`config.mk`:
```
export PLATFORM = sky130hd
export DESIGN_NAME = mem_arbiter
export DESIGN_NICKNAME = d
export VERILOG_FILES = /design/src/rtl/mem_arbiter_pkg.sv /design/src/rtl/mem_arbiter_priority.sv /design/src/rtl/mem_arbiter.sv
export SDC_FILE = /design/constraint.sdc
export NUM_CORES = 1
export LEC_CHECK = 0
export ABC_AREA = 0
export BUFFER_PORTS_ARGS = -buffer_cell sky130_fd_sc_hd__buf_2
export CAP_MARGIN = 25
export CORE_MARGIN = 2
export CORE_UTILIZATION = 48
export CTS_BUF_LIST = sky130_fd_sc_hd__clkbuf_8
export CTS_CLUSTER_SIZE = 40
export DETAILED_ROUTE_END_ITERATION = 8
export MAX_ROUTING_LAYER = met4
export PLACE_DENSITY = 0.92
export SYNTH_ARGS = -nofsm -noshare
export SYNTH_HDL_FRONTEND = slang
export SYNTH_SLANG_ARGS = --single-unit
```
`constraint.sdc`:
```
create_clock -name clk -period 1.7 [get_ports clk]
set_input_delay 0.085 -clock clk [delete_from_list [all_inputs] [get_ports clk]]
set_output_delay 0.085 -clock clk [all_outputs]
set_load 0.1 [all_outputs]
```
`src/rtl/mem_arbiter_pkg.sv`:
```
// Shared encodings, defaults and sizing helper for the instruction/data memory arbiter.
package mem_arbiter_pkg;

   typedef enum logic [1:0] {
      IDLE  = 2'd0,
      ISSUE = 2'd1,
      WAIT  = 2'd2,
      RESP  = 2'd3
   } state_t;

   typedef enum logic {
      PORT_DATA  = 1'b0,
      PORT_FETCH = 1'b1
   } port_t;

   localparam int DEF_AW         = 13;
   localparam int DEF_DW         = 13;
   localparam int DEF_MAX_STREAK = 3;
   localparam int DEF_TIMEOUT    = 15;

   // Bits needed to hold 0..max_val; never less than one bit.
   function automatic int cnt_width(input int max_val);
      return (max_val < 1) ? 1 : $clog2(max_val + 1);
   endfunction

endpackage

```
`src/rtl/mem_arbiter_priority.sv`:
```
// Grant selection between fetch and data requesters, with the fetch anti-starvation streak counter.
module mem_arbiter_priority
   import mem_arbiter_pkg::*;
#(
   parameter int MAX_STREAK = DEF_MAX_STREAK
)
(
   input  logic  clk,
   input  logic  reset,
   input  logic  arb_en,
   input  logic  if_req,
   input  logic  d_req,
   output logic  grant,
   output port_t grant_port
);

   localparam int            SW         = cnt_width(MAX_STREAK);
   localparam logic [SW-1:0] STREAK_MAX = SW'(MAX_STREAK);

   logic [SW-1:0] streak;
   logic          fetch_due;

   always_comb begin
      fetch_due  = if_req && (streak == STREAK_MAX);
      grant      = arb_en && (if_req || d_req);
      grant_port = (fetch_due || !d_req) ? PORT_FETCH : PORT_DATA;
   end

   // Only data grants that actually bypass a waiting fetch count towards the streak.
   always_ff @(posedge clk or negedge reset) begin
      if (!reset) begin
         streak <= '0;
      end else if (arb_en) begin
         if (!if_req || (grant && (grant_port == PORT_FETCH))) begin
            streak <= '0;
         end else if (grant && (streak != STREAK_MAX)) begin
            streak <= streak + SW'(1);
         end
      end
   end

endmodule

```
`src/rtl/mem_arbiter.sv`:
```
// Serialises fetch and data accesses onto the single-ported main memory with a Done timeout.
//
//   state | meaning
//   IDLE  | arbitrate pending requests, latch the winner's fields
//   ISSUE | one-cycle read/write strobe, Done already sampled
//   WAIT  | strobes low, waiting for Done or timeout
//   RESP  | one-cycle ack (and timeout_err) to the granted port
module mem_arbiter
   import mem_arbiter_pkg::*;
#(
   parameter int AW         = DEF_AW,
   parameter int DW         = DEF_DW,
   parameter int MAX_STREAK = DEF_MAX_STREAK,
   parameter int TIMEOUT    = DEF_TIMEOUT
)
(
   input  logic          clk,
   input  logic          reset,
   input  logic          if_req,
   input  logic [AW-1:0] if_addr,
   output logic [DW-1:0] if_rdata,
   output logic          if_ack,
   input  logic          d_req,
   input  logic          d_we,
   input  logic [AW-1:0] d_addr,
   input  logic [DW-1:0] d_wdata,
   output logic [DW-1:0] d_rdata,
   output logic          d_ack,
   output logic [AW-1:0] mem_address,
   output logic [DW-1:0] mem_dataIn,
   output logic          mem_write,
   output logic          mem_read,
   output logic          mem_instruction,
   input  logic [DW-1:0] mem_dataOut,
   input  logic          mem_Done,
   output logic          busy,
   output logic          timeout_err
);

   localparam int            TW       = cnt_width(TIMEOUT);
   localparam logic [TW-1:0] TMO_LAST = TW'(TIMEOUT - 1);

   state_t        state, state_d;
   port_t         lat_port, lat_port_d;
   logic          lat_we, lat_we_d;
   logic [AW-1:0] addr_d;
   logic [DW-1:0] wdata_d;
   logic [TW-1:0] tmo_cnt, tmo_cnt_d;

   logic          grant;
   port_t         grant_port;
   logic          capture, tmo_hit;
   logic          if_ack_d, d_ack_d, tmo_err_d;
   logic          read_d, write_d, instr_d, busy_d;
   logic [DW-1:0] if_rdata_d, d_rdata_d;

   mem_arbiter_priority #(
      .MAX_STREAK (MAX_STREAK)
   ) u_priority (
      .clk        (clk),
      .reset      (reset),
      .arb_en     (state == IDLE),
      .if_req     (if_req),
      .d_req      (d_req),
      .grant      (grant),
      .grant_port (grant_port)
   );

   always_ff @(posedge clk or negedge reset) begin
      if (!reset) begin
         state <= IDLE;
      end else begin
         state <= state_d;
      end
   end

   always_comb begin
      state_d    = state;
      lat_port_d = lat_port;
      lat_we_d   = lat_we;
      addr_d     = mem_address;
      wdata_d    = mem_dataIn;
      tmo_cnt_d  = '0;
      capture    = 1'b0;
      tmo_hit    = 1'b0;
      read_d     = 1'b0;
      write_d    = 1'b0;
      instr_d    = 1'b0;

      case (state)
         IDLE: begin
            if (grant) begin
               state_d    = ISSUE;
               lat_port_d = grant_port;
               if (grant_port == PORT_FETCH) begin
                  lat_we_d = 1'b0;
                  addr_d   = if_addr;
                  wdata_d  = '0;
               end else begin
                  lat_we_d = d_we;
                  addr_d   = d_addr;
                  wdata_d  = d_wdata;
               end
               read_d  = !lat_we_d;
               write_d = lat_we_d;
               instr_d = (grant_port == PORT_FETCH);
            end
         end
         ISSUE: begin
            if (mem_Done) begin
               state_d = RESP;
               capture = 1'b1;
            end else begin
               state_d = WAIT;
            end
         end
         WAIT: begin
            if (mem_Done) begin
               state_d = RESP;
               capture = 1'b1;
            end else if (tmo_cnt == TMO_LAST) begin
               state_d = RESP;
               tmo_hit = 1'b1;
            end else begin
               tmo_cnt_d = tmo_cnt + TW'(1);
            end
         end
         RESP: begin
            state_d = IDLE;
         end
         default: begin
            state_d = IDLE;
         end
      endcase

      // Outputs are registered, so they are derived from the state being entered.
      busy_d     = (state_d != IDLE);
      if_ack_d   = (state_d == RESP) && (lat_port == PORT_FETCH);
      d_ack_d    = (state_d == RESP) && (lat_port == PORT_DATA);
      tmo_err_d  = tmo_hit;
      if_rdata_d = (capture && (lat_port == PORT_FETCH)) ? mem_dataOut : '0;
      d_rdata_d  = (capture && (lat_port == PORT_DATA) && !lat_we) ? mem_dataOut : '0;
   end

   always_ff @(posedge clk or negedge reset) begin
      if (!reset) begin
         lat_port        <= PORT_DATA;
         lat_we          <= 1'b0;
         tmo_cnt         <= '0;
         mem_address     <= '0;
         mem_dataIn      <= '0;
         mem_read        <= 1'b0;
         mem_write       <= 1'b0;
         mem_instruction <= 1'b0;
         if_ack          <= 1'b0;
         d_ack           <= 1'b0;
         if_rdata        <= '0;
         d_rdata         <= '0;
         busy            <= 1'b0;
         timeout_err     <= 1'b0;
      end else begin
         lat_port        <= lat_port_d;
         lat_we          <= lat_we_d;
         tmo_cnt         <= tmo_cnt_d;
         mem_address     <= addr_d;
         mem_dataIn      <= wdata_d;
         mem_read        <= read_d;
         mem_write       <= write_d;
         mem_instruction <= instr_d;
         if_ack          <= if_ack_d;
         d_ack           <= d_ack_d;
         if_rdata        <= if_rdata_d;
         d_rdata         <= d_rdata_d;
         busy            <= busy_d;
         timeout_err     <= tmo_err_d;
      end
   end

endmodule

```
======== Yosys cells after proc, flatten, opt, wreduce, memory -nomap -nowiden ========
Index checks and enable logic that the tools add are counted.
word-level totals
  bits in registers ....................... 69
  bits of input ports ..................... 58
  output and inout port bits .............. 59
  logic and storage cells ................. 77
cells by class
  add/subtract/negate cells ............... 2
  equality and inequality tests ........... 7
  mux-type cells .......................... 29
  bitwise logic cells ..................... 1
  reduce and logical (&&, ||, !) cells .... 22
operators by type and width
  kind                                                             number
  13-bit 2-to-1 mux                                                4
  1-bit 2-to-1 mux                                                 16
  4-bit 2-to-1 mux                                                 3
  2-bit 2-to-1 mux                                                 5
  1-bit logical AND                                                9
  2-bit == test, second input constant                             4
  2-bit one-hot mux with 4 select lines                            1
  4-bit by 1-bit adder with 4-bit output, second input constant    1
  4-bit == test, second input constant                             1
  1-bit logical NOT                                                4
  2-bit AND reduction                                              2
  2-bit nonzero test                                               2
  1-bit logical OR                                                 3
  2-bit by 1-bit adder with 2-bit output, second input constant    1
  2-bit by 1-bit == test with 1-bit output, second input constant  1
  2-bit logical NOT                                                1
  2-bit != test, second input constant                             1
  2-bit OR reduction                                               1
  1-bit NOT                                                        1

======== Longest topological paths before layout ========
  depth in word-level cells ............... 10
  mapped depth ............................ 8
  mapped depth without buffers ............ 5

======== Modules after synthesis ========
A second synthesis with hierarchy kept.
second synthesis, totals
  cells, all modules ...................... 229
  area, all modules ....................... 2693.8 um2
modules (own cells, without submodules)
  module                times used  cells each  area each (um2)  sequential area each (um2)
  mem_arbiter           1           216         2555.0           1676.6
  mem_arbiter_priority  1           13          138.9            50.0

======== Worst setup path after synthesis ========
No wires, ideal clock.
  kind .................................... register to register
  start point ............................. register state[0]
  end point ............................... register mem_address[10]
  library setup time ...................... 0.126 ns
  data arrival time ....................... 1.491 ns
  required time ........................... 1.574 ns
  path slack .............................. 0.083 ns
  stages on the path, launching flop included .. 8
  path buffers ............................ 3
  period minus slack after synthesis ...... 1.617 ns
  cell sequence ........................... dfrtp_1 -> inv_1 -> ha_1 -> buf_2 -> and3_1 -> buf_2 -> buf_6 -> a221o_1
between the ends
  longest elaborated chain between the ends .. 3
ends and longest elaborated chain
  item                             RTL line                              source
  from (decl)                      mem_arbiter.sv:43                     state_t state, state_d;
  from (signal assigned)           mem_arbiter.sv:73                     state <= state_d;
  2-bit logical NOT *              mem_arbiter.sv:62, mem_arbiter.sv:90
  1-bit logical AND                mem_arbiter_priority.sv:25            grant = arb_en && (if_req || d_req);
  2-bit AND reduction (no line) *  --
  to (signal assigned)             mem_arbiter.sv:165                    mem_address <= addr_d;
  to (decl)                        mem_arbiter.sv:29                     output logic [AW-1:0] mem_address,
Mark *: on every way between the ends. The rest lies on a longest branch, timed or not.
A chain may end at the register's enable or synchronous reset.

======== Final worst setup path ========
  start point ............................. register state[0]
  end point ............................... register busy
between the ends
  longest elaborated chain between the ends .. 5
  elaborated cells on any way between the ends .. 10
  those cells by class .................... eq/ne: 3; mux: 4; reduce/logical: 3
ends and longest elaborated chain
  item                                     RTL line                              source
  2-bit logical NOT                        mem_arbiter.sv:62, mem_arbiter.sv:90
  1-bit logical AND                        mem_arbiter_priority.sv:25
  2-bit 2-to-1 mux                         mem_arbiter.sv:92                     if (grant) begin
  2-bit one-hot mux with 4 select lines *  mem_arbiter.sv:90                     case (state)
  via state_d[0]                           mem_arbiter.sv:43
  2-bit nonzero test *                     mem_arbiter.sv:137                    busy_d = (state_d != IDLE);
  via busy_d                               mem_arbiter.sv:54                     logic read_d, write_d, instr_d, busy_d;
  to (signal assigned)                     mem_arbiter.sv:174                    busy <= busy_d;
  to (decl)                                mem_arbiter.sv:36                     output logic busy,
The timed path passes the listed nets; every way through them passes the cells marked *.

==> flow_summary.yaml <==
detailed_routing:
  num_vias: 2263
  drtIter0Drc: 85
  ant_nets: 0
  drtPass1Iterations: 4
  vias_per_cell: 5.12
  wl_mm: 7.63
  drc_errors: 0
  wl_per_cell_um: 17.3
timing:
  timing.final.crit_share: 0.929
  setup_viol: 0
  fmax_ghz: 0.633
  final.setup.tns_ns: 0
  max-slew-margin-rel: 0.664
  hold_viol_final: 0
  rsz0062_at_grt: "no"
  post-route-min-period_ns: 1.58
  clock_skew_ns: 0.00964
  slew_violations: 0
  worst_pin_slew_ns: 0.507
setup_path:
  worstPathArrival_ns: 1.79
  path_cells: "inv_1, ha_4, nor4b_1, a211oi_1, or2_2"
  cp_data_required_time_ns: 1.91
  crit_path_start: "state[0]$_DFF_PN0_"
  crit_buf_inv: 1
  crit_fanout: 10
  crit_type: "register to register"
  end_kind: "register"
  rr_startpoint: "state[0]$_DFF_PN0_"
  slowest_delay_ns: 0.41
  crit_family: "simple AND/OR/NAND/NOR gates"
  slowest_stage: "dfrtp_1"
  critPathLaunchType: "register"
floorplan:
  dieArea_mm2: 0.00596
  io_pins: 117
  dieHeight_um: 77.2
  rows: 26
  die_x_um: 77.2
  core_mm2: 0.00514
  start_util: 0.501
global_route:
  grt_pass1_vias: 2483
  grt_max_degree: 70
  antenna_found_initial: 0
  met3_usage: 0.0706
  overflow: 0
  grtUsageMet2: 0.443
  gr-usage-all-layers: 0.277
  grt.busiest_layer: "met2"
  grt_pass1_wl_mm: 12.2
  met1_usage: 0.340
placement:
  dpl_cell_area_mm2: 0.00326
  hpwlAfterDp_mm: 4.14
  portBuffers: 116
  place_inst: 372
  place_congestion: 0.781
final_layout:
  drive_gt1_frac: 0.383
  final_util: 0.788
  layout.cells.non_filler: 442
  syn_to_final_growth_pct: 57.4
  final-seq-area_mm2: 0.00173
  nets: 430
  fillers: 323
  multi_input_area_um2: 805
  design_area_mm2: 0.00405
synth:
  synth-seq-cells: 69
  synth_area_mm2: 0.00257
  synth.distinct_cells: 29
  yosys_warnings: 0
  synth-edff-count: 0
  synthCells: 190
  ys.flop_type: "dfrtp_1"
  async_reset_ff_frac: 1.00
  synth-seq-area-share: 0.671
  synth.avg_cell_area_um2: 13.5
  synth_nets: 254
cts:
  cts_htree_levels: 3
  clk_pin_slew_worst_paths_ns: 0.07
  cts-root-buf: "clkbuf_8"
  insertion_delay_ns: 0.33
  cts_setup_buffers: 0
  clockBufferDepth: 2
  cts.sinks: 69
  cts-buffers-inserted: 9
  cts_tree: "done"
min_path:
  hold_path.class: "input pin to register"
  min_from: "if_addr[0]"
outcome:
  outcome: "complete, no violations"
flow_run:
  drv_cap: 0
worst reg2reg max path, stage by stage (launching register included):
cell and delay, ns:
dfrtp_1 0.41, inv_1 0.13, ha_4 0.21, nor4b_1 0.27
a211oi_1 0.13, or2_2 0.31
worst paths after layout:
kind / to / slack, ns / cells past startpoint
worst min register to register: tmo_cnt[0]$_DFF_PN0_ / 0.49 / 1
worst min-delay path: mem_address[0]$_DFFE_PN0P_ / 0.02 / 2
worst max-delay path: busy$_DFF_PN0_ / 0.12 / 5
worst max register to register: busy$_DFF_PN0_ / 0.12 / 5
max in group asynchronous: if_rdata[9]$_DFF_PN0_ / 1.09 / 3
min in group asynchronous: d_rdata[6]$_DFF_PN0_ / 0.30 / 3
layout by cell type (no fill, tap or decap):
cell	netlist	layout
and3_4	0	1
buf_4	1	4
nand2b_1	1	1
bufinv_16	0	2
xnor2_1	1	1
buf_12	0	2
dlygate4sd3_1	0	53
xor2_1	1	1
dfrtp_1	69	69
clkbuf_8	0	11
and2_1	40	40
clkinvlp_4	0	1
diode_2	0	1
ha_4	0	1
nor2b_1	2	2
o21ai_4	0	1
a21oi_2	0	1
inv_1	6	8
a21oi_1	3	2
nand3b_1	1	1
and3_1	3	2
a211oi_1	2	2
nor3b_1	1	1
a22o_1	14	14
ha_1	6	5
a221o_1	13	13
or2_2	1	1
nor4b_1	1	1
mux2i_1	1	1
nor3_1	2	2
buf_2	5	116
o22ai_1	1	1
nand2_1	2	2
nor2_1	5	4
nor2_2	0	1
nand4b_1	1	1
nand3_1	2	2
repair_timing:
action,in CTS,in global routing
pin swaps,0,0
setup endpoints to repair,27,14
endpoints found under the hold margin,122,0
resized for setup,3,3
hold buffers,53,0
registers in the layout (all words and copies together), names as in the netlist, 2 cells and up:
name,flops
u_priority.streak,2
if_rdata,13
mem_dataIn,13
state,2
d_rdata,13
tmo_cnt,4
mem_address,13
cell families after synthesis:
family | share of synthesized area
adders and majority gates | 0.0292
AOI/OAI and AO/OA | 0.114
and+or+nand+nor | 0.145
muxes | 0.00389
buffers and inverters | 0.0301
xor gates and xnor gates | 0.00681
DFF | 0.671
metal layers:
layer,part of all wire,up-vias,routed length [µm]
met5,0,-,0
met4,0.020,0,150
met3,0.075,14,572
met2,0.49,107,3740
met1,0.42,1128,3170
li1,-,1014,-
synth_stat cells (2+ instances only):
library cell	number	area [µm²]
a22o_1	14	123
a211oi_1	2	15.0
buf_2	5	25.0
nor3_1	2	10.0
a221o_1	13	130
clkbuf_1	3	11.3
ha_1	6	75.1
nand3_1	2	10.0
nor2b_1	2	12.5
a21oi_1	3	15.0
nand2_1	2	7.51
dfrtp_1	69	1730
and2_1	40	250
and3_1	3	18.8
nor2_1	5	18.8
inv_1	6	22.5
metrics by stage:
| stage | worst slack (ns) | hold WS (ns) |
|---|---|---|
| CTS | 0.0554 | 0.00187 |
| detailed placement | -0.0361 | 0.133 |
| global route | 0.0271 | 0.0169 |
| global placement | 0.0415 | 0.127 |
| finish | 0.120 | 0.0164 |
| floorplan | 0.0832 | -0.211 |
final cells by class:
| cell class | count | area share |
|---|---|---|
| clock buffer | 11 | 0.0374 |
| clock inverter | 5 | 0.0185 |
| inverter | 6 | 0.00556 |
| sequential | 69 | 0.426 |
| tap | 70 | 0.0216 |
| timing repair buffer | 175 | 0.292 |
| antenna | 1 | 0.000618 |
| multi-input combinational | 105 | 0.199 |
Power is left out: the tool's default activity adds up to more than one toggle a clock period on the data nets, which glitch-free logic cannot reach.
